--- src/rtl/alarm_pkg.sv ---
// rtl/alarm_pkg.sv - shared state, mode and key definitions for the alarm ring controller
package alarm_pkg;

  typedef enum logic [1:0] {
    IDLE   = 2'd0,
    RING   = 2'd1,
    SNOOZE = 2'd2
  } state_t;

  localparam logic [3:0] MODE_ALARM_SET = 4'b0101;

  localparam int KEY_DISMISS = 0;
  localparam int KEY_SNOOZE  = 1;

endpackage

--- src/rtl/time_match_cmp.sv ---
// rtl/time_match_cmp.sv - combinational equality of two {meridiem, hour, min, sec} time tuples
module time_match_cmp (
  input  logic       a_meridiem,
  input  logic [6:0] a_hour,
  input  logic [6:0] a_min,
  input  logic [6:0] a_sec,
  input  logic       b_meridiem,
  input  logic [6:0] b_hour,
  input  logic [6:0] b_min,
  input  logic [6:0] b_sec,
  output logic       equal
);

  // Raw binary compare; out-of-range field values are not treated specially.
  assign equal = ({a_meridiem, a_hour, a_min, a_sec} == {b_meridiem, b_hour, b_min, b_sec});

endmodule

--- src/rtl/alarm_ring_ctrl.sv ---
// rtl/alarm_ring_ctrl.sv - alarm trigger/ring/snooze FSM with buzzer pattern; snooze built only with ALARM_SNOOZE_EN
module alarm_ring_ctrl
  import alarm_pkg::*;
#(
  parameter int         RING_SEC   = 60,
  parameter int         SNOOZE_MIN = 5,
  parameter logic [3:0] SET_MODE   = MODE_ALARM_SET
) (
  input  logic       RESET,
  input  logic       CLK,
  input  logic       TICK,
  input  logic       ARM,
  input  logic [3:0] MODE,
  input  logic [3:0] NUM_SYNC,
  input  logic       CUR_MERIDIEM,
  input  logic [6:0] CUR_HOUR,
  input  logic [6:0] CUR_MIN,
  input  logic [6:0] CUR_SEC,
  input  logic       ALM_MERIDIEM,
  input  logic [6:0] ALM_HOUR,
  input  logic [6:0] ALM_MIN,
  input  logic [6:0] ALM_SEC,
  output logic       RINGING,
  output logic       BUZZ,
  output logic       SNOOZED
);

  localparam int RW = (RING_SEC > 1) ? $clog2(RING_SEC) : 1;
  localparam logic [RW-1:0] RING_LAST = RW'(RING_SEC - 1);

  state_t        state, state_nxt;
  logic [RW-1:0] ring_cnt, ring_cnt_nxt;
  logic          match, match_q;
  logic          force_stop, dismiss, snooze_key;

`ifdef ALARM_SNOOZE_EN
  localparam int SW = (SNOOZE_MIN * 60 > 1) ? $clog2(SNOOZE_MIN * 60) : 1;
  localparam logic [SW-1:0] SNOOZE_LOAD = SW'(SNOOZE_MIN * 60 - 1);
  logic [SW-1:0] snooze_cnt, snooze_cnt_nxt;
`endif

  time_match_cmp u_match (
    .a_meridiem (CUR_MERIDIEM),
    .a_hour     (CUR_HOUR),
    .a_min      (CUR_MIN),
    .a_sec      (CUR_SEC),
    .b_meridiem (ALM_MERIDIEM),
    .b_hour     (ALM_HOUR),
    .b_min      (ALM_MIN),
    .b_sec      (ALM_SEC),
    .equal      (match)
  );

  assign force_stop = ~ARM | (MODE == SET_MODE);
  assign dismiss    = NUM_SYNC[KEY_DISMISS];
  assign snooze_key = NUM_SYNC[KEY_SNOOZE];

  always_comb begin
    state_nxt    = state;
    ring_cnt_nxt = ring_cnt;
`ifdef ALARM_SNOOZE_EN
    snooze_cnt_nxt = snooze_cnt;
`endif
    if (force_stop) begin
      state_nxt = IDLE;
    end else begin
      case (state)
        IDLE: begin
          // Rising edge of match only, so a held match never re-triggers.
          if (match && !match_q) begin
            state_nxt    = RING;
            ring_cnt_nxt = '0;
          end
        end
        RING: begin
          if (dismiss) begin
            state_nxt = IDLE;
`ifdef ALARM_SNOOZE_EN
          end else if (snooze_key) begin
            state_nxt      = SNOOZE;
            snooze_cnt_nxt = SNOOZE_LOAD;
`else
          end else if (snooze_key) begin
            state_nxt = IDLE;
`endif
          end else if (TICK) begin
            if (ring_cnt == RING_LAST) state_nxt = IDLE;
            else                       ring_cnt_nxt = ring_cnt + 1'b1;
          end
        end
`ifdef ALARM_SNOOZE_EN
        SNOOZE: begin
          if (dismiss) begin
            state_nxt = IDLE;
          end else if (TICK) begin
            if (snooze_cnt == '0) begin
              state_nxt    = RING;
              ring_cnt_nxt = '0;
            end else begin
              snooze_cnt_nxt = snooze_cnt - 1'b1;
            end
          end
        end
`endif
        default: state_nxt = IDLE;
      endcase
    end
  end

  // Outputs come from the next-state decode so they are flops aligned with the state register.
  always_ff @(posedge CLK or negedge RESET) begin
    if (!RESET) begin
      state    <= IDLE;
      ring_cnt <= '0;
      match_q  <= 1'b1;
      RINGING  <= 1'b0;
      BUZZ     <= 1'b0;
    end else begin
      state    <= state_nxt;
      ring_cnt <= ring_cnt_nxt;
      match_q  <= match;
      RINGING  <= (state_nxt == RING);
      BUZZ     <= (state_nxt == RING) & ~ring_cnt_nxt[0];
    end
  end

`ifdef ALARM_SNOOZE_EN
  always_ff @(posedge CLK or negedge RESET) begin
    if (!RESET) begin
      snooze_cnt <= '0;
      SNOOZED    <= 1'b0;
    end else begin
      snooze_cnt <= snooze_cnt_nxt;
      SNOOZED    <= (state_nxt == SNOOZE);
    end
  end
`else
  assign SNOOZED = 1'b0;
`endif

endmodule

--- config.mk ---
export PLATFORM = sky130hd
export DESIGN_NAME = alarm_ring_ctrl
export DESIGN_NICKNAME = d
export VERILOG_FILES = /design/src/rtl/alarm_pkg.sv /design/src/rtl/time_match_cmp.sv /design/src/rtl/alarm_ring_ctrl.sv
export SDC_FILE = /design/constraint.sdc
export NUM_CORES = 1
export LEC_CHECK = 0
export BUFFER_PORTS_ARGS = -buffer_cell sky130_fd_sc_hd__buf_2
export CORE_MARGIN = 3
export CORE_UTILIZATION = 43
export DETAILED_ROUTE_END_ITERATION = 12
export GPL_ROUTABILITY_DRIVEN = 0
export GPL_TIMING_DRIVEN = 0
export PLACE_DENSITY = 0.94
export SYNTH_ARGS = -nofsm -noshare
export SYNTH_HDL_FRONTEND = slang
export SYNTH_SLANG_ARGS = --single-unit
--- constraint.sdc ---
create_clock -name CLK -period 3.3 [get_ports CLK]
set_input_delay 0.33 -clock CLK [delete_from_list [all_inputs] [get_ports CLK]]
set_output_delay 0.33 -clock CLK [all_outputs]
set_load 0.02 [all_outputs]
After elaboration in Yosys (flattened, before gate mapping)
Cells that the tools add are included.
- reduce and logical (&&, ||, !) cells: 5
- muxes and demuxes: 14
- bitwise operators: 5
- add/sub/neg operators: 1
- equality and inequality tests: 10
- operators with widths (operator ; number):
    6-bit two-way mux ; 5
    22-bit == test ; 1
    2-bit two-way mux ; 6
    6-bit one-hot mux with 2 select lines ; 1
    2-bit != test (second input constant) ; 5
    7-bit AND reduction ; 1
    6-bit by 1-bit adder with 6-bit output (second input constant) ; 1
    6-bit == test (second input constant) ; 1
    2-bit by 1-bit == test with 1-bit output (second input constant) ; 2
    4-bit by 3-bit == test with 1-bit output (second input constant) ; 1
    2-bit one-hot mux with 2 select lines ; 1
    1-bit inverter ; 3
    2-bit zero test ; 1
    2-bit nonzero test ; 1
    1-bit AND ; 1
    1-bit logical AND ; 1
    1-bit zero test ; 1
    1-bit two-way mux ; 1
    1-bit OR ; 1
- input bits: 56
- logic and storage cells: 41
- register bits after elaboration: 11
- output and inout bits: 3

Depth between registers and ports, before layout
- depth after elaboration: 9
- mapped depth: 7
- gate-level depth less buffers: 7

Hierarchy
From an unflattened synthesis, not the netlist that was laid out.
- cells, all modules: 84
- area, all modules: 889.6 sq um
- by module, submodules not included (module ; area each (sq um) ; instances ; cells an instance):
    alarm_ring_ctrl ; 646.9 ; 1 ; 55
    time_match_cmp ; 242.7 ; 1 ; 29

Worst setup path after synthesis
No wires, ideal clock.
- kind: reg-to-reg
- from: reg ring_cnt[0]
- to: reg BUZZ
- setup slack: 1.262 ns
- clock period less this slack: 2.038 ns
- setup time: 0.069 ns
- stages on the path, launching flop included: 8
- required time: 3.231 ns
- data arrival time: 1.969 ns
- cell sequence: dfrtp_1 > ha_1 > and4b_1 > a211o_1 > a2111oi_2 > a21oi_2 > o22a_1 > nor2b_2
- cells in the longest elaborated chain, start to end: 9
- RTL lines (element ; line ; RTL):
    start, declared ; alarm_ring_ctrl.sv:32 ; logic [RW-1:0] ring_cnt, ring_cnt_nxt;
    start signal, assigned ; alarm_ring_ctrl.sv:120 ; ring_cnt <= ring_cnt_nxt;
    6-bit by 1-bit adder with 6-bit output / 6-bit == test (equally long branches) ; alarm_ring_ctrl.sv:88, alarm_ring_ctrl.sv:87 ;
    6-bit two-way mux ; alarm_ring_ctrl.sv:87 ; if (ring_cnt == RING_LAST) state_nxt = IDLE;
    6-bit two-way mux ; alarm_ring_ctrl.sv:86 ; end else if (TICK) begin
    6-bit two-way mux ; alarm_ring_ctrl.sv:83 ; end else if (snooze_key) begin
    6-bit two-way mux ; alarm_ring_ctrl.sv:76 ; if (dismiss) begin
    6-bit one-hot mux with 2 select lines ; alarm_ring_ctrl.sv:67 ; case (state)
    1-bit two-way mux (*) ; alarm_ring_ctrl.sv:64 ; if (force_stop) begin
    via ring_cnt_nxt[0] ; alarm_ring_ctrl.sv:32 ;
    1-bit inverter (*) ; alarm_ring_ctrl.sv:123 ; BUZZ <= (state_nxt == RING) & ~ring_cnt_nxt[0];
    1-bit AND (*) ; alarm_ring_ctrl.sv:123 ;
    end signal, assigned ; alarm_ring_ctrl.sv:123 ;
    end, declared ; alarm_ring_ctrl.sv:24 ; output logic BUZZ,
Mark *: on every way through the listed nets, which the timed path passes. The rest lies on a longest branch. The select of a mux whose other input is x is not followed.
A chain may end at the register's enable or synchronous reset.

Worst setup path after layout
Same ends and word-level chain as after synthesis.

==> metrics.yaml <==
status:
  outcome: "complete, no violations"
setup_path:
  end_kind: "flip-flop"
  rr_worst_depth: 7
  cp-endpoint: "BUZZ$_DFF_PN0_"
  worstReg2RegEnd: "BUZZ$_DFF_PN0_"
  arrival_ps: 2460
  r2r-start: "ring_cnt[0]$_DFF_PN0_"
  critical_path_required_ps: 3530
  cp_max_fo: 7
  crit_type: "reg2reg"
  reg2reg_setup_slack_ps: 1060
  startpoint_type: "flip-flop"
  critPathLaunch: "ring_cnt[0]$_DFF_PN0_"
detailed_routing:
  drt-wirelength-per-cell_um: 12.0
  drtPass1Iterations: 4
  viasPerCell: 5.12
  totalWireLength_mm: 2.06
  ant_nets: 0
  route.detailed.drc: 0
  vias: 881
  dr.first_iter.drc_count: 15
synthesis:
  ys_seq_elements: 11
  yosysWarningCount: 0
  ys_seq_area_frac: 0.332
  syn_area_um2: 833
  async_flop_share: 1.00
  ys_types: 35
  postSynthCellCount: 86
  ys.flop_type: "dfrtp_1"
  synth_edf_count: 0
  syn_area_per_cell_um2: 9.69
cells_and_area:
  fin_util: 0.662
  nFillCells: 139
  nNetsFinal: 205
  insertedDiodeCount: 0
  layout_common_cells: "buf_2 (55), xnor2_1 (22), dfrtp_1 (10)"
  fin_cells: 172
  area_growth_pct: 41.7
  mostFrequentLayoutCell: "buf_2"
  drive_above_1_share: 0.456
hold_path:
  worst_hold_path_type: "in2reg"
place:
  io_buffer_count: 55
  pre_cts_ws_ps: 1070
  dp_cells: 167
  hpwl_mm: 1.80
timing:
  finalCritPeriodShare: 0.677
  slew_viol_final: 0
  max_slew_margin: 0.609
  tightest_slew_ps: 581
  timing.final.crit_period_ps: 2240
  finalClockSkew_ps: 5.28
  hold_ws_ps: 330
  hold_viol: 0
  fin_setup_tns_ps: 0
  timing.final.ws_setup_ps: 1060
  setup_viol: 0
  max_freq_mhz: 447
  grt_setup_unrepaired: "false"
grt:
  grt_pass1_wl_mm: 3.25
  antenna_found_initial: 0
  grt_max_degree: 12
  grt.total_usage: 0.172
  overflow: 0
  grt_pass1_vias: 863
floorplanning:
  die_area_mm2: 0.00250
  start_util: 0.467
  die_w_um: 50.0
  core_mm2: 0.00178
  design.portCount: 59
  die_h_um: 50.0
  rows: 15
power_and_ir_drop:
  peakVddDrop_mv: 0.216
  cellPowerDensity_mw_per_mm2: 262
  leakagePower_nw: 0.550
cts:
  cts_tree: "done"
  cts.htree.levels: 1
  numCtsBuffers: 3
  clk_pin_slew_ps: 80
  ctsRootBufferMaster: "clkbuf_4"
  ctsLongestPathBuffers: 2
  insertion_delay_ps: 290
  cts.sinks: 11
job:
  drv_cap: 0
[synth_stat cells (2+ instances only)]
| library cell | n | share of area |
|---|---|---|
| xnor2_1 | 22 | 0.23 |
| dfrtp_1 | 10 | 0.30 |
| nand4_1 | 5 | 0.038 |
| nand2_1 | 4 | 0.018 |
| o21ai_0 | 4 | 0.024 |
| o31ai_1 | 3 | 0.027 |
| a211o_1 | 2 | 0.021 |
| a31oi_1 | 2 | 0.015 |
| and2b_1 | 2 | 0.018 |
| inv_1 | 2 | 0.0090 |
| nand3_1 | 2 | 0.012 |
| nor2_1 | 2 | 0.0090 |
| nor3b_1 | 2 | 0.018 |
| nor4bb_1 | 2 | 0.024 |
| or2_2 | 2 | 0.015 |
[state kept, by name (all words and copies together), names as in the netlist]
signal and cells:
ring_cnt 6, state 2, RINGING 1, match_q 1, BUZZ 1
[cells by family (layout without fill, tap and decap cells)]
kind of cell             count (synthesis)  in the layout  synth area share
adder cells (fa/ha/maj)                  1              1            0.0150
flip-flops                              11             11             0.332
buffers and inverters                    3             63            0.0180
AND/OR/NAND/NOR                         32             32             0.257
other                                    1              2           0.00450
XOR/XNOR                                22             22             0.231
AO/OA/AOI/OAI                           16             16             0.143
[layout make-up]
class / instances / area [µm²] / area share
plain buffers: 1 / 7.51 / 0.00636
clock buffers: 3 / 22.5 / 0.0191
clock inverters: 1 / 5.00 / 0.00424
inverters: 2 / 7.51 / 0.00636
multi-input cells: 73 / 546 / 0.462
flip-flops and latches: 11 / 277 / 0.234
well taps: 25 / 31.3 / 0.0265
repair buffers: 56 / 285 / 0.242
[routing by layer]
| metal | wire (µm) | part of all wire | vias up | track usage |
|---|---|---|---|---|
| met5 | 0 | 0 | - | 0 |
| met4 | 38 | 0.018 | 0 | 0.0876 |
| met3 | 205 | 0.10 | 6 | 0.0755 |
| met2 | 1130 | 0.55 | 41 | 0.328 |
| met1 | 687 | 0.33 | 400 | 0.146 |
| li1 | - | - | 434 | - |
[worst min path at each step]
| stage | start | endpoint | slack [ps] | depth (start not counted) |
|---|---|---|---|---|
| after CTS | ARM | RINGING$_DFF_PN0_ | 320 | 2 |
| final | ARM | RINGING$_DFF_PN0_ | 330 | 2 |
| after detailed placement | RESET | ring_cnt[3]$_DFFE_PN0P_ | 210 | 1 |
| after global placement | RESET | ring_cnt[4]$_DFFE_PN0P_ | 200 | 1 |
| after global routing | ARM | RINGING$_DFF_PN0_ | 310 | 2 |
| after floorplan | RESET | BUZZ$_DFF_PN0_ | 30 | 0 |
[timing repair]
action / in CTS / in global routing
setup buffers: 0 / 0
hold buffers: 1 / 0
endpoints found under the hold margin: 10 / 0
gates resized for setup: 0 / 0
[stage by stage]
stage	cell area, µm²	total power, mW
6_report	1180	0.310
5_1_grt	1180	0.329
4_1_cts	1180	0.316
3_5_place_dp	1140	0.213
3_3_place_gp	1140	0.210
2_1_floorplan	837	0.172
[critical path: stages (launching register included)]
cell	delay (ps)
dfrtp_1	420
ha_1	260
and4b_1	250
a211o_1	320
a2111oi_2	390
a21oi_2	160
o22a_1	250
nor2b_2	110
[where the power goes]
group          leakage (nW)  total [mW]  internal [mW]  switching [mW]
sequential            0.148       0.136          0.135        0.000896
combinational         0.384      0.0741         0.0453          0.0288
clock                0.0177      0.0992         0.0452          0.0541
No activity file was read; power rests on OpenSTA's default activity.
